### src/rtl/rom_prefetch_pkg.sv
// ============================================================================
// Module      : rom_prefetch_pkg
// Description : Shared ROM bus defaults used by the ROM generator, the
//               prefetcher and the CPU fetch path.
// Revision    : 1.0 - initial release
// ============================================================================
`default_nettype none

package rom_prefetch_pkg;

  // Default ROM bus geometry.
  localparam int unsigned ROM_ADDR_WIDTH = 9;
  localparam int unsigned ROM_DATA_WIDTH = 8;

  // First program byte fetched after reset.
  localparam int unsigned ROM_RESET_ADDR = 0;

endpackage

`default_nettype wire

### src/rtl/rom_prefetch_fifo.sv
// ============================================================================
// Module      : prefetch_fifo
// Description : Small synchronous FIFO holding prefetched {addr, data} pairs.
//               Flush overrides push and pop in the same cycle.
// Revision    : 1.0 - initial release
// ============================================================================
`default_nettype none

module prefetch_fifo #(
  parameter int unsigned WIDTH = 17,
  parameter int unsigned DEPTH = 4,
  localparam int unsigned PW   = $clog2(DEPTH),
  localparam int unsigned CW   = PW + 1
) (
  input  logic             clk,
  input  logic             reset,
  input  logic             push_i,
  input  logic             pop_i,
  input  logic             flush_i,
  input  logic [WIDTH-1:0] push_data_i,
  output logic [CW-1:0]    count_o,
  output logic [WIDTH-1:0] head_o
);

  localparam logic [CW-1:0] C_FULL = CW'(DEPTH);

  logic [WIDTH-1:0] mem_q [DEPTH];
  logic [PW-1:0]    wr_ptr_q;
  logic [PW-1:0]    rd_ptr_q;
  logic [CW-1:0]    count_q;
  logic             w_do_pop;
  logic             w_do_push;

  // A push into a full FIFO is only legal when the head leaves the same cycle.
  assign w_do_pop  = pop_i & (count_q != '0);
  assign w_do_push = push_i & ((count_q != C_FULL) | w_do_pop);

  // Pointer and occupancy tracking; flush empties the FIFO outright.
  always_ff @(posedge clk or negedge reset) begin
    if (!reset) begin
      wr_ptr_q <= '0;
      rd_ptr_q <= '0;
      count_q  <= '0;
    end else if (flush_i) begin
      wr_ptr_q <= '0;
      rd_ptr_q <= '0;
      count_q  <= '0;
    end else begin
      if (w_do_push) wr_ptr_q <= wr_ptr_q + 1'b1;
      if (w_do_pop)  rd_ptr_q <= rd_ptr_q + 1'b1;
      case ({w_do_push, w_do_pop})
        2'b10:   count_q <= count_q + 1'b1;
        2'b01:   count_q <= count_q - 1'b1;
        default: count_q <= count_q;
      endcase
    end
  end

  // Storage array; contents need no reset because the head is gated by count.
  always_ff @(posedge clk) begin
    if (w_do_push && !flush_i) mem_q[wr_ptr_q] <= push_data_i;
  end

  assign count_o = count_q;
  assign head_o  = (count_q != '0) ? mem_q[rd_ptr_q] : '0;

endmodule

`default_nettype wire

### src/rtl/rom_prefetch.sv
// ============================================================================
// Module      : rom_prefetch
// Description : Sequential ROM byte prefetcher. Issues addresses to a
//               1-cycle registered ROM, buffers returned bytes and hands them
//               to the CPU over valid/ready. Jumps flush and redirect.
// Revision    : 1.0 - initial release
// ============================================================================
`default_nettype none

module rom_prefetch
  import rom_prefetch_pkg::*;
#(
  parameter int unsigned ADDR_WIDTH = ROM_ADDR_WIDTH,
  parameter int unsigned DATA_WIDTH = ROM_DATA_WIDTH,
  parameter int unsigned DEPTH      = 4,
  parameter int unsigned RESET_ADDR = ROM_RESET_ADDR
) (
  input  logic                  clk,
  input  logic                  reset,
  output logic                  rom_enable,
  output logic [ADDR_WIDTH-1:0] rom_addr,
  input  logic [DATA_WIDTH-1:0] rom_data,
  input  logic                  jump,
  input  logic [ADDR_WIDTH-1:0] jump_addr,
  output logic                  instr_valid,
  input  logic                  instr_ready,
  output logic [DATA_WIDTH-1:0] instr_data,
  output logic [ADDR_WIDTH-1:0] instr_addr
);

  localparam int unsigned CW = $clog2(DEPTH) + 1;
  localparam logic [CW:0] C_DEPTH = (CW + 1)'(DEPTH);
  localparam logic [ADDR_WIDTH-1:0] C_RESET_ADDR = ADDR_WIDTH'(RESET_ADDR);

  logic                  rom_enable_q;
  logic [ADDR_WIDTH-1:0] fetch_ptr_q, fetch_ptr_d;
  logic                  inflight_q, inflight_d;
  logic [ADDR_WIDTH-1:0] inflight_addr_q, inflight_addr_d;

  logic [CW-1:0]                    fifo_count;
  logic [ADDR_WIDTH+DATA_WIDTH-1:0] fifo_head;
  logic                             kill;
  logic                             fifo_push;
  logic                             fifo_pop;
  logic [CW:0]                      credit_used;
  logic                             issue;

  // A jump discards the byte returning this cycle and takes priority over pop.
  assign kill      = jump;
  assign fifo_push = inflight_q & ~kill;
  assign fifo_pop  = instr_valid & instr_ready & ~jump;

  // Redirect target bypasses the fetch pointer so it is issued in the jump cycle.
  assign rom_addr = jump ? jump_addr : fetch_ptr_q;

  // Credit check counts buffered plus returning bytes, both of which a jump clears.
  always_comb begin
    credit_used = '0;
    if (!jump) credit_used = {1'b0, fifo_count} + {{CW{1'b0}}, inflight_q};
    issue = rom_enable_q & (credit_used < C_DEPTH);
  end

  // Next-state for the fetch pointer and the single-entry inflight tracker.
  always_comb begin
    fetch_ptr_d     = fetch_ptr_q;
    inflight_d      = issue;
    inflight_addr_d = inflight_addr_q;
    if (issue) begin
      fetch_ptr_d     = rom_addr + 1'b1;
      inflight_addr_d = rom_addr;
    end else if (jump) begin
      fetch_ptr_d = jump_addr;
    end
  end

  // Fetch state registers; enable rises once after reset and then stays high.
  always_ff @(posedge clk or negedge reset) begin
    if (!reset) begin
      rom_enable_q    <= 1'b0;
      fetch_ptr_q     <= C_RESET_ADDR;
      inflight_q      <= 1'b0;
      inflight_addr_q <= '0;
    end else begin
      rom_enable_q    <= 1'b1;
      fetch_ptr_q     <= fetch_ptr_d;
      inflight_q      <= inflight_d;
      inflight_addr_q <= inflight_addr_d;
    end
  end

  prefetch_fifo #(
    .WIDTH (ADDR_WIDTH + DATA_WIDTH),
    .DEPTH (DEPTH)
  ) u_fifo (
    .clk         (clk),
    .reset       (reset),
    .push_i      (fifo_push),
    .pop_i       (fifo_pop),
    .flush_i     (jump),
    .push_data_i ({inflight_addr_q, rom_data}),
    .count_o     (fifo_count),
    .head_o      (fifo_head)
  );

  assign rom_enable  = rom_enable_q;
  assign instr_valid = (fifo_count != '0);
  assign instr_addr  = fifo_head[ADDR_WIDTH+DATA_WIDTH-1:DATA_WIDTH];
  assign instr_data  = fifo_head[DATA_WIDTH-1:0];

endmodule

`default_nettype wire

### config.mk
export PLATFORM = sky130hd
export DESIGN_NAME = rom_prefetch
export DESIGN_NICKNAME = d
export VERILOG_FILES = /design/src/rtl/rom_prefetch_pkg.sv /design/src/rtl/rom_prefetch_fifo.sv /design/src/rtl/rom_prefetch.sv
export SDC_FILE = /design/constraint.sdc
export NUM_CORES = 1
export LEC_CHECK = 0
export BUFFER_PORTS_ARGS = -buffer_cell sky130_fd_sc_hd__buf_2
export CAP_MARGIN = 10
export CORE_MARGIN = 5
export CORE_UTILIZATION = 49
export DETAILED_ROUTE_END_ITERATION = 10
export GPL_TIMING_DRIVEN = 0
export MAX_ROUTING_LAYER = met4
export PLACE_DENSITY = 0.69
export SLEW_MARGIN = 5
export SYNTH_ARGS = -nofsm -noshare
export SYNTH_HDL_FRONTEND = slang
export SYNTH_SLANG_ARGS = --single-unit
export TNS_END_PERCENT = 1
### constraint.sdc
create_clock -name clk -period 3.47 [get_ports clk]
set_input_delay 0.8675 -clock clk [delete_from_list [all_inputs] [get_ports clk]]
set_output_delay 0.8675 -clock clk [all_outputs]
set_load 0.02 [all_outputs]
## Word level (Yosys, flattened, before mapping)

Memories as Yosys holds them, arrays and structs flattened.
Index checks and enable logic that the tools add are counted.

| operators by class | value |
|---|---|
| $add $sub $neg | 6 |
| order comparisons | 1 |
| eq/ne operators | 3 |
| mux-type cells | 12 |
| bitwise gates (word level) | 8 |
| reduce and logical (&&, ||, !) cells | 6 |

Operators by type and width:

| cell | count |
|---|---|
| 9-bit two-way mux | 2 |
| 17-bit two-way mux | 1 |
| 9-bit by 1-bit adder with 9-bit output (second input constant) | 1 |
| 2-bit two-way mux | 4 |
| 1-bit AND | 6 |
| 3-bit case mux with 2 select lines | 1 |
| 3-bit nonzero test | 2 |
| 2-bit by 1-bit adder with 2-bit output (second input constant) | 2 |
| 3-bit by 1-bit adder with 4-bit output | 1 |
| 4-bit by 3-bit < comparator with 1-bit output (second input constant) | 1 |
| 4-bit two-way mux | 1 |
| 2-bit nonzero test | 2 |
| 3-bit by 1-bit adder with 3-bit output (second input constant) | 1 |
| 3-bit two-way mux | 1 |
| 3-bit != test (second input constant) | 1 |
| 3-bit by 1-bit subtractor with 3-bit output (second input constant) | 1 |
| 2-bit by 1-bit == test with 1-bit output (second input constant) | 1 |
| 2-bit == test (second input constant) | 1 |
| 1-bit two-way mux | 2 |
| 1-bit logical AND | 1 |
| 1-bit zero test | 1 |
| 1-bit NOT | 1 |
| 1-bit bitwise OR | 1 |

| storage, ports and cells | value |
|---|---|
| bits in registers | 27 |
| memory bits (writable) | 68 |
| input port bits | 21 |
| output and inout bits | 28 |
| word-level logic and storage cells | 44 |
| memories | 1 |

Memory list:

| memory | depth | bits a word | read ports | clocked after Yosys merged registers in | wr ports | RTL line | source |
|---|---|---|---|---|---|---|---|
| u_fifo.mem_q | 4 | 17 | 1 | 0 | 1 | rom_prefetch_fifo.sv:27 | `logic [WIDTH-1:0] mem_q [DEPTH];` |

## Logic depth before layout (Yosys ltp)

Gate-level depths: netlist of run 1.

| depth | value |
|---|---|
| word-level depth | 9 |
| depth in mapped cells | 9 |
| gate-level depth less buffers | 7 |

## By module

From an unflattened synthesis of run 1, not the netlist that was laid out.

| unflattened totals | value |
|---|---|
| cell total of the unflattened synthesis | 256 |
| area, all modules | 4,165.2 µm² |

Modules (own cells, without submodules):

| module | instances | cells each | area each (µm²) |
|---|---|---|---|
| prefetch_fifo | 1 | 169 | 3,139.3 |
| rom_prefetch | 1 | 87 | 1,026.0 |

## Worst setup path after synthesis of run 1

OpenSTA, ideal clock, no wires.

| timing | value |
|---|---|
| kind | input-to-reg |
| start | input port jump |
| end | register u_fifo.count_q[2] (netlist: u_fifo.count_o[2]) |
| setup time | 72 ps |
| arrival | 2,539 ps |
| data required time | 3,398 ps |
| path slack | 858 ps |
| cell stages on the path | 8 |
| path buffers | 3 |
| cells stage by stage | buf_6 > buf_6 > clkbuf_1 > nor3b_1 > fa_1 > o32a_1 > o221a_2 > nor2_1 |

| on the way | value |
|---|---|
| cells in the longest elaborated chain, start to end | 8 |
| elaborated cells on any way between the ends | 11 |

RTL lines:

| element | RTL line | source |
|---|---|---|
| from (decl) | rom_prefetch.sv:23 | `input logic jump,` |
| 1-bit NOT | rom_prefetch.sv:50, rom_prefetch.sv:51 |  |
| 1-bit AND | rom_prefetch.sv:51 | `assign fifo_pop = instr_valid & instr_ready & ~jump;` |
| 1-bit AND | rom_prefetch_fifo.sv:35 | `assign w_do_pop = pop_i & (count_q != '0);` |
| 1-bit bitwise OR | rom_prefetch_fifo.sv:36 | `assign w_do_push = push_i & ((count_q != C_FULL) \| w_do_pop);` |
| 1-bit AND | rom_prefetch_fifo.sv:36 |  |
| 2-bit by 1-bit == test with 1-bit output / 2-bit == test (equally long branches) | rom_prefetch_fifo.sv:51 | `case ({w_do_push, w_do_pop})` |
| 3-bit case mux with 2 select lines | rom_prefetch_fifo.sv:51 |  |
| 3-bit two-way mux | rom_prefetch_fifo.sv:44 | `end else if (flush_i) begin` |
| to (signal assigned) | rom_prefetch_fifo.sv:52 | `2'b10: count_q <= count_q + 1'b1;` |
| to (signal assigned) | rom_prefetch_fifo.sv:53 | `2'b01: count_q <= count_q - 1'b1;` |
| to (signal assigned) | rom_prefetch_fifo.sv:54 | `default: count_q <= count_q;` |
| to (decl) | rom_prefetch_fifo.sv:30 | `logic [CW-1:0] count_q;` |

Parallel ways exist; a longest one is shown, timed or not.
A chain may end at the register's enable or synchronous reset.

## Worst setup path in the final report of run 1

| timing | value |
|---|---|
| start | register u_fifo.rd_ptr_q[1] |
| end | output port instr_addr[1] |

| on the way | value |
|---|---|
| cells in the longest elaborated chain, start to end | 2 |

RTL lines:

| element | RTL line | source |
|---|---|---|
| from (decl) | rom_prefetch_fifo.sv:29 | `logic [PW-1:0] rd_ptr_q;` |
| from (signal assigned) | rom_prefetch_fifo.sv:50 | `if (w_do_pop) rd_ptr_q <= rd_ptr_q + 1'b1;` |
| memory 4 x 17 bit | - |  |
| 17-bit two-way mux | rom_prefetch_fifo.sv:65 | `assign head_o = (count_q != '0) ? mem_q[rd_ptr_q] : '0;` |
| to (decl) | rom_prefetch.sv:28 | `output logic [ADDR_WIDTH-1:0] instr_addr` |

Every way passes these cells.

==> results of run 1 <==
[layout make-up]
type	instances	area, µm²
fillers	678	3550
flip-flops and latches	95	2720
multi-input cells	133	1290
repair buffers	47	235
well taps	105	131
clock buffers	9	124
plain buffers	14	119
clock inverters	7	61.3
inverters	8	30.0
[flip-flops by register name (all words and copies together) (netlist names)]
name and cells:
inflight_addr_q 9, fetch_ptr_q 9, rom_enable 1, u_fifo.wr_ptr_q 2, u_fifo.rd_ptr_q 2, u_fifo.count_o 3
u_fifo.mem_q 68, inflight_q 1
[cells by family after synthesis]
family	count (synthesis)
compound gates	19
xor+xnor	12
fa+ha+maj	6
buf+inv	22
flops	95
mux	35
other cells	1
simple gates	60
[power breakdown]
| part | internal (mW) | switching (mW) |
|---|---|---|
| Clock | 0.276 | 0.411 |
| Combinational | 0.233 | 0.302 |
| Sequential | 1.33 | 0.0548 |
[through the flow]
step / power [mW] / std cells / hold WS [ps]
after floorplan: 1.78 / 250 / 472
after global placement: 1.95 / 402 / 493
after detailed placement: 1.96 / 402 / 524
after CTS: 2.64 / 418 / 523
after global routing: 2.74 / 418 / 551
final: 2.61 / 418 / 512
[layout by cell type (no fill, tap or decap), types with 2 or more instances in the layout]
cell type and count:
and4b_1 3, ha_1 5, or3_1 2, dfrtp_1 27, inv_8 2, inv_2 3
nand3_1 4, buf_2 51, nor3_1 4, mux2_2 12, nand2_1 8, clkbuf_1 2
mux2i_1 6, nand2b_1 3, xor2_1 8, o31ai_1 2, mux4_1 3, edfxtp_1 68
mux4_2 14, and2_1 21, clkbuf_8 9, o221ai_1 2, buf_6 5, inv_1 5
o21ai_0 3, a21oi_1 2, xnor2_1 4, inv_6 2, nor2_1 9, buf_4 2
[cell usage after synthesis (4+ instances only)]
cell type   n  share of area
mux4_2     14          0.076
dfrtp_1    27           0.16
ha_1        5          0.015
and2_1     21          0.032
nand2_1     8         0.0072
nor2_1      9         0.0081
nand3_1     4         0.0048
buf_2       4         0.0048
xnor2_1     4         0.0084
xor2_1      8          0.017
buf_6       5          0.014
inv_1       5         0.0045
edfxtp_1   68           0.49
mux2i_1     6          0.014
mux2_2     12          0.033
nor3_1      4         0.0048
[per-layer routing]
| layer | track usage | up-vias |
|---|---|---|
| met5 | - | - |
| met4 | 0.0363 | 0 |
| met3 | 0.0410 | 6 |
| met2 | 0.256 | 63 |
| met1 | 0.206 | 1121 |
| li1 | - | 1053 |
[worst max-delay path by stage]
stage,start,end,depth (start not counted)
finish,u_fifo.rd_ptr_q[1]$_DFFE_PN0P_,instr_addr[1],5
global route,u_fifo.count_o[0]$_DFFE_PN0P_,instr_addr[3],5
CTS,u_fifo.count_o[0]$_DFFE_PN0P_,instr_addr[3],5
detailed placement,jump,u_fifo.count_o[2]$_DFFE_PN0P_,8
global placement,jump,u_fifo.count_o[2]$_DFFE_PN0P_,8
floorplan,jump,u_fifo.count_o[2]$_DFFE_PN0P_,8
==> flow_metrics.py, run 1 <==
metrics = {
    "status": {
        "status": "complete, no violations",
    },
    "detailed_routing": {
        "drc_errors": 0,
        "wl_met3_um": 387,
        "vias_per_cell": 5.37,
        "first_pass_iters": 4,
        "highest_layer": "met4",
        "drt_iter0_markers": 104,
        "wl_per_cell_um": 17.4,
        "wl_met2_mm": 3.58,
        "vias": 2243,
        "ant_nets": 0,
        "wl_met1_mm": 3.24,
        "wl_mm": 7.28,
    },
    "power_and_ir_drop": {
        "p_per_area_nw_per_um2": 554,
        "irDropWorstVdd_v": 0.000232,
        "power_leakage_nw": 1.80,
    },
    "clock_tree": {
        "cts_sinks": 95,
        "cts_setup_buffers": 0,
        "clkLatencyLatePin_ps": 360,
        "cts_root_buf": "clkbuf_8",
        "clkTransAtPathRegs_ps": 100,
        "cts_resized": 0,
        "holdBufCountCts": 0,
        "cts_tree": "built",
        "clockBufferDepth": 2,
        "htree_levels": 3,
        "cts_buffers": 9,
    },
    "final_layout": {
        "finish.utilization": 0.570,
        "drive_gt1_frac": 0.348,
        "fin_area_um2": 4710,
        "area_delta_synth_final_pct": 13.3,
        "final_nets": 335,
        "num_antenna_cells": 0,
    },
    "setup_path": {
        "cp-end-kind": "output pin",
        "worst-r2r-cell-count": 8,
        "crit_top_cell": "buf_2",
        "crit_buf_inv": 3,
        "reg2reg_slack_ps": 990,
        "crit_chain": "buf_2 -> buf_2 -> mux4_2 -> and2_1 -> buf_2",
        "crit_fanout": 10,
        "path_class": "register to output pin",
        "cpMaxStageDelayCell": "mux4_2",
        "crit_required_ps": 2600,
        "cp_top_family": "buffers and inverters",
        "slowest_delay_ps": 350,
        "cp-start-kind": "register",
        "worstPathArrival_ps": 1950,
        "reg2reg_to": "u_fifo.count_o[2]$_DFFE_PN0P_",
        "worstReg2RegStart": "u_fifo.count_o[0]$_DFFE_PN0P_",
    },
    "die": {
        "io_pins": 49,
        "coreArea_um2": 8260,
        "die_x_um": 102,
        "initial_core_util": 0.503,
        "die_area_um2": 10400,
        "die_h_um": 102,
        "rows": 33,
    },
    "place": {
        "numPortBuffers": 47,
        "post-dp-hpwl_mm": 4.81,
        "pre_cts_ws_ps": 592,
        "dpl_cell_area_um2": 4520,
        "gp_congestion": 0.809,
    },
    "logic_synthesis": {
        "syn_nets": 277,
        "synth-simple-area-share": 0.0822,
        "synth_edf_count": 68,
        "synth_cell_types": 46,
        "synth_compound_area_frac": 0.0398,
        "synthAdderAreaFrac": 0.0199,
        "ys_seq_elements": 95,
        "synth_ff_type": "edfxtp_1",
        "synth_xor_area_frac": 0.0253,
        "syn_avg_cell_area_um2": 16.6,
        "synth_top_family_by_area": "multiplexers",
        "syn-instance-count": 250,
        "async_flop_share": 0.284,
        "synth-seq-area-share": 0.654,
        "netlist_area_um2": 4150,
        "yosysWarnings": 0,
        "synth_mux_area_frac": 0.142,
    },
    "timing": {
        "final-setup-viol-count": 0,
        "period_share": 0.812,
        "final_hold_viol_count": 0,
        "max_freq_mhz": 355,
        "worstMarginPinSlew_ps": 915,
        "slew_headroom": 0.390,
        "skew_ps": 13.2,
        "fin_setup_tns_ps": 0,
        "slew_viol_final": 0,
        "fin_ws_ps": 654,
        "min_period_ps": 2820,
        "rsz0062_at_grt": "no",
    },
    "job": {
        "maxCapViolations": 0,
    },
    "global_routing": {
        "antenna_found_initial": 0,
        "overflow": 0,
        "grt_pass1_vias": 2348,
        "grt_start_max_net_pins": 28,
        "grt_usage": 0.159,
        "grt_pass1_wl_mm": 12.1,
    },
    "hold_path": {
        "hold_path_class": "primary input to asynchronous set/reset pin",
    },
}
(Power assumes the default switching activity.)
==> inputs of run 2 (changes only) <==
- ABC_AREA: default -> 1
- clock period: 3.47 -> 2.6 ns (I/O delays scaled with it)
==> flow_metrics.py, run 2 <==
metrics = {
    "place": {
        "numPortBuffers": 48,
        "post-dp-hpwl_mm": 5.78,
        "dp_cells": 535,
        "gp_congestion": 0.809,
        "dpl_cell_area_um2": 4520,
    },
    "hold_path": {
        "hold_path_class": "primary input to asynchronous set/reset pin",
    },
    "logic_synthesis": {
        "syn-instance-count": 378,
        "netlist.area_leader.share": 0.501,
        "synth_edf_count": 68,
        "syn_nets": 405,
        "synth_ff_type": "edfxtp_1",
        "yosysTopAreaCell": "edfxtp_1",
        "async_flop_share": 0.284,
        "yosys-top-cells-count": "82 x nor2_1, 68 x edfxtp_1, 51 x nand2_1",
        "synth_most_common_cell": "nor2_1",
        "synth-seq-area-share": 0.666,
        "yosysWarnings": 0,
        "netlist_area_um2": 4080,
        "syn_avg_cell_area_um2": 10.8,
        "synth.area.top_cells": "edfxtp_1 50%, dfrtp_1 17%, nor2_1 7.5%, o21ai_0 5.4%, nand2_1 4.7%",
        "synth_cell_types": 28,
        "ys_seq_elements": 95,
    },
    "final_layout": {
        "largest_reg_flops": 68,
        "num_antenna_cells": 0,
        "final_nets": 468,
        "fill_cells": 692,
        "fin_area_um2": 4770,
        "layout_commonest_cell": "nor2_1",
        "drive_gt1_frac": 0.235,
        "largest_register": "u_fifo.mem_q",
        "layout_common_cells": "77 x nor2_1, 68 x edfxtp_1, 51 x buf_2, 50 x nand2_1, 44 x o21ai_0",
        "regArea_um2": 2720,
        "fin_cells": 551,
        "multi_input_area_um2": 1210,
        "reg.largest.list": "u_fifo.mem_q (68), fetch_ptr_q (9), inflight_addr_q (9)",
        "area_delta_synth_final_pct": 16.9,
    },
    "global_routing": {
        "grt_pass1_wl_mm": 13.6,
        "antenna_found_initial": 0,
        "grt_usage": 0.177,
        "grt_start_max_net_pins": 28,
        "overflow": 0,
        "grt_pass1_vias": 2857,
    },
    "power_and_ir_drop": {
        "p_per_area_nw_per_um2": 722,
        "total_power_mw": 3.44,
        "power_leakage_nw": 1.98,
        "irDropWorstVdd_v": 0.000392,
    },
    "setup_path": {
        "crit_top_cell": "buf_2",
        "reg2reg_to": "u_fifo.mem_q[0][16]$_DFFE_PP_",
        "path_class": "register to output pin",
        "crit_required_ps": 1950,
        "cp-start-kind": "register",
        "slowest_delay_ps": 410,
        "cp_top_family": "buffers and inverters",
        "worst-r2r-cell-count": 7,
        "cpMaxStageDelayCell": "dfrtp_1",
        "reg2reg_slack_ps": 520,
        "worstPathArrival_ps": 1830,
        "crit_chain": "clkbuf_2 -> buf_2 -> nor2_1 -> o21ai_0 -> a21oi_1 -> buf_2",
        "cp-end-kind": "output pin",
        "worstReg2RegStart": "u_fifo.count_o[0]$_DFFE_PN0P_",
        "crit_buf_inv": 3,
        "crit_fanout": 10,
    },
    "timing": {
        "skew_ps": 15.9,
        "slew_headroom": 0.599,
        "min_period_ps": 2480,
        "max_freq_mhz": 404,
        "slew_viol_final": 0,
        "rsz0062_at_grt": "yes",
        "final-setup-viol-count": 0,
        "period_share": 0.952,
        "final_hold_viol_count": 0,
        "hold_ws_ps": 297,
        "worstMarginPinSlew_ps": 602,
        "fin_setup_tns_ps": 0,
    },
    "die": {
        "die_area_um2": 10200,
        "die_x_um": 101,
        "die_h_um": 101,
        "coreArea_um2": 8180,
        "io_pins": 49,
        "rows": 33,
        "initial_core_util": 0.499,
    },
    "clock_tree": {
        "htree_levels": 3,
        "cts_setup_buffers": 0,
        "cts_buffers": 9,
        "holdBufCountCts": 0,
        "cts_root_buf": "clkbuf_8",
        "cts_sinks": 95,
        "clkLatencyLatePin_ps": 360,
        "clockBufferDepth": 2,
        "clkTransAtPathRegs_ps": 80,
        "cts_tree": "built",
        "cts_resized": 7,
    },
    "detailed_routing": {
        "wl_mm": 8.27,
        "first_pass_iters": 4,
        "vias": 2760,
        "ant_nets": 0,
        "wl_per_cell_um": 15.0,
        "drc_errors": 0,
        "drt_iter0_markers": 108,
        "vias_per_cell": 5.01,
    },
    "status": {
        "status": "complete, no violations",
    },
    "job": {
        "maxCapViolations": 0,
    },
}
run 2: cell count changes in the layout (fill, tap and decap cells not counted), sizes merged, moves of 6 or more:
cell,before,now
nor2,9,85
o21ai,4,45
inv,12,23
nand2,8,58
mux2,12,0
mux4,17,0
clkbuf,11,18
a21oi,2,19
mux2i,6,0
and2,21,0
nand3,4,15
run 2: per-stage QoR:
step / utilization / worst slack [ps]
CTS: 0.581 / 15.8
detailed placement: 0.552 / 92.0
floorplan: - / 259
global placement: 0.544 / -503
finish: 0.583 / 125
global route: 0.583 / -0.290
run 2: cell families after synthesis:
family	after synthesis	synth area share
simple gates	163	0.169
flops	95	0.666
compound gates	70	0.0921
buf+inv	38	0.0408
fa+ha+maj	6	0.0203
xor+xnor	5	0.0107
other cells	1	0.000920
run 2: worst reg2reg max path: cells and delay by family (launching register included):
family	cells	cell delay [ps]
and+or+nand+nor	6	1080
DFF	1	470
buffers and inverters	1	240
run 2: worst max path at each step:
| stage | from | slack (ps) | to | cells after the start |
|---|---|---|---|---|
| after detailed placement | jump | 90 | u_fifo.mem_q[0][6]$_DFFE_PP_ | 8 |
| after CTS | u_fifo.rd_ptr_q[0]$_DFFE_PN0P_ | 20 | instr_addr[7] | 5 |
| after global placement | jump | -500 | u_fifo.mem_q[3][7]$_DFFE_PP_ | 7 |
| after global routing | u_fifo.rd_ptr_q[1]$_DFFE_PN0P_ | -0.3 | instr_addr[4] | 6 |
| after floorplan | jump | 260 | u_fifo.mem_q[0][0]$_DFFE_PP_ | 6 |
| final | u_fifo.rd_ptr_q[1]$_DFFE_PN0P_ | 120 | instr_addr[7] | 6 |
run 2: routing by layer:
metal  global-route usage  routed length, µm
met5                    -                  0
met4               0.0399                 51
met3               0.0413                404
met2                0.305               4190
met1                0.212               3620
run 2: final cells by class:
type / instances / share of cell area
buffer: 14 / 0.0199
tap: 105 / 0.0276
clock inverter: 7 / 0.0199
sequential: 95 / 0.570
inverter: 24 / 0.0207
clock buffer: 9 / 0.0260
multi-input combinational: 245 / 0.254
timing repair buffer: 52 / 0.0622
run 2: power breakdown:
group | total, mW | internal, mW | switching (mW)
logic | 0.614 | 0.195 | 0.419
registers | 1.79 | 1.74 | 0.0566
clock network | 1.03 | 0.543 | 0.491
total | 3.44 | 2.47 | 0.966
==> inputs of run 3 (changes only) <==
- SYNTH_HIERARCHICAL: default -> 1
==> flow_metrics.py, run 3 <==
metrics = {
    "power_and_ir_drop": {
        "power.share.switching": 0.356,
        "pwr-share-clk": 0.222,
        "irDropWorstVdd_v": 0.000471,
        "pwr-share-comb": 0.292,
        "power_leakage_nw": 1.95,
        "total_power_mw": 3.82,
        "p_per_area_nw_per_um2": 796,
        "seqPwrFrac": 0.486,
        "internal_power_mw": 2.46,
        "switchingPower_mw": 1.36,
    },
    "place": {
        "numPortBuffers": 48,
        "gp_congestion": 0.840,
        "post-dp-hpwl_mm": 5.64,
    },
    "final_layout": {
        "largest_register": "u_fifo/mem_q",
        "layout_common_cells": "77 x nor2_1, 68 x edfxtp_1, 50 x buf_2, 40 x nand2_1, 35 x o21ai_0",
        "reg.largest.list": "u_fifo/mem_q (68), fetch_ptr_q (9), inflight_addr_q (9)",
        "largest_reg_flops": 68,
        "area_delta_synth_final_pct": 13.3,
        "num_antenna_cells": 0,
        "drive_gt1_frac": 0.251,
        "final_nets": 472,
        "layout_commonest_cell": "nor2_1",
    },
    "setup_path": {
        "slowest_delay_ps": 370,
        "crit_chain": "buf_4 -> inv_2 -> clkbuf_2 -> o21ai_0 -> a21oi_1 -> buf_2",
        "cp-end-kind": "output pin",
        "worstPathArrival_ps": 1830,
        "crit_buf_inv": 4,
        "cp-start-kind": "register",
        "cp_top_family": "buffers and inverters",
        "cpMaxStageDelayCell": "dfrtp_1",
        "crit_required_ps": 1950,
        "crit_fanout": 10,
        "path_class": "register to output pin",
    },
    "die": {
        "initial_core_util": 0.495,
        "coreArea_um2": 8550,
        "die_area_um2": 10600,
        "die_x_um": 103,
        "die_h_um": 103,
        "io_pins": 49,
        "rows": 34,
    },
    "timing": {
        "skew_ps": 13.0,
        "max_freq_mhz": 403,
        "worstMarginPinSlew_ps": 606,
        "final_hold_viol_count": 0,
        "slew_headroom": 0.596,
        "rsz0062_at_grt": "no",
        "final-setup-viol-count": 0,
        "fin_setup_tns_ps": 0,
        "slew_viol_final": 0,
        "period_share": 0.954,
        "min_period_ps": 2480,
    },
    "detailed_routing": {
        "drt_iter0_markers": 130,
        "vias": 2844,
        "wl_per_cell_um": 15.3,
        "vias_per_cell": 5.10,
        "wl_mm": 8.54,
        "ant_nets": 0,
        "first_pass_iters": 4,
        "drc_errors": 0,
    },
    "logic_synthesis": {
        "syn_avg_cell_area_um2": 11.0,
        "ys_seq_elements": 95,
        "async_flop_share": 0.284,
        "synth.area.top_cells": "edfxtp_1 48%, dfrtp_1 16%, nor2_1 6.8%, o21ai_0 4.1%, nand2_1 3.5%",
        "synth-seq-area-share": 0.642,
        "synth_ff_type": "edfxtp_1",
        "syn_nets": 413,
        "syn-instance-count": 386,
        "netlist.area_leader.share": 0.482,
        "synth_most_common_cell": "nor2_1",
        "yosys-top-cells-count": "77 x nor2_1, 68 x edfxtp_1, 40 x nand2_1",
        "yosysTopAreaCell": "edfxtp_1",
        "synth_edf_count": 68,
        "synth_cell_types": 33,
        "yosysWarnings": 6,
        "netlist_area_um2": 4230,
    },
    "global_routing": {
        "grt_usage": 0.178,
        "grt_pass1_vias": 2777,
        "grt_pass1_wl_mm": 13.9,
        "overflow": 0,
        "antenna_found_initial": 0,
        "grt_start_max_net_pins": 28,
    },
    "clock_tree": {
        "cts_tree": "built",
        "cts_buffers": 9,
        "clkTransAtPathRegs_ps": 80,
        "cts_sinks": 95,
        "cts_root_buf": "clkbuf_8",
        "clockBufferDepth": 2,
        "cts_setup_buffers": 0,
        "holdBufCountCts": 0,
        "htree_levels": 3,
        "clkLatencyLatePin_ps": 360,
    },
    "hold_path": {
        "hold_path_class": "primary input to asynchronous set/reset pin",
    },
    "status": {
        "status": "complete, no violations",
    },
    "job": {
        "maxCapViolations": 0,
    },
}
[run 3: cell types whose count changed in the layout (fill, tap and decap cells not counted), sizes merged, moves of 4 or more]
cell | before | now
o21ai | 45 | 49
clkbuf | 18 | 14
inv | 23 | 31
nand2 | 58 | 53
[run 3: final timing paths]
kind	start	end	slack [ps]	depth (start not counted)
max in group asynchronous	reset	u_fifo/wr_ptr_q[1]$_DFFE_PN0P_	1900	1
worst max register to register	u_fifo/count_o[2]$_DFFE_PN0P_	u_fifo/mem_q[0][10]$_DFFE_PP_	310	8
min in group clk	rom_data[4]	u_fifo/mem_q[0][4]$_DFFE_PP_	500	1
worst max-delay path	u_fifo/rd_ptr_q[0]$_DFFE_PN0P_	instr_addr[2]	120	6
worst min-delay path	reset	fetch_ptr_q[7]$_DFF_PN0_	300	1
worst min register to register	inflight_addr_q[0]$_DFFE_PN0P_	u_fifo/mem_q[3][8]$_DFFE_PP_	520	0
[run 3: what timing repair did]
action,CTS,global route
endpoints found under the setup margin,68,56
hold endpoints to repair,0,0
pin swaps,0,0
gates resized for setup,1,4
[run 3: per-stage QoR]
| stage | worst slack (ps) | util | hold WS, ps | std cells | area, µm² |
|---|---|---|---|---|---|
| finish | 119 | 0.561 | 295 | 558 | 4800 |
| detailed placement | -419 | 0.539 | 510 | 542 | 4610 |
| global placement | -386 | 0.539 | 500 | 542 | 4610 |
| floorplan | 276 | - | 354 | 386 | 4230 |
| global route | 3.37 | 0.561 | 329 | 558 | 4800 |
| CTS | -40.1 | 0.559 | 306 | 558 | 4780 |
[run 3: layout make-up]
cell class                 count  area [µm²]
clock buffer                  11         131
clock inverter                 5        35.0
fill                         739        3750
multi-input combinational    245        1310
buffer                        14         106
inverter                      32         123
tap                          108         135
sequential                    95        2720
timing repair buffer          48         240
[run 3: logic make-up (layout without fill, tap and decap cells)]
group | count (synthesis) | after routing | synth area share
simple gates | 161 | 161 | 0.184
flops | 95 | 95 | 0.642
compound gates | 72 | 72 | 0.0902
buf+inv | 46 | 110 | 0.0535
fa+ha+maj | 6 | 6 | 0.0195
xor+xnor | 5 | 5 | 0.0103
other cells | 1 | 1 | 0.000886
[run 3: power groups by stage]
stage          logic, mW  clock network [mW]  registers [mW]
3_3_place_gp        1.10                   0            1.88
4_1_cts             1.12               0.875            1.86
3_5_place_dp        1.11                   0            1.89
6_report            1.11               0.848            1.86
5_1_grt             1.24               0.940            1.87
2_1_floorplan      0.767                   0            1.86
[run 3: layer usage]
layer,track usage,up-vias,share of wire
met1,0.243,1344,0.47
met4,0.0508,0,0.013
met3,0.0372,10,0.050
met5,-,-,0
met2,0.271,78,0.47
li1,-,1412,-
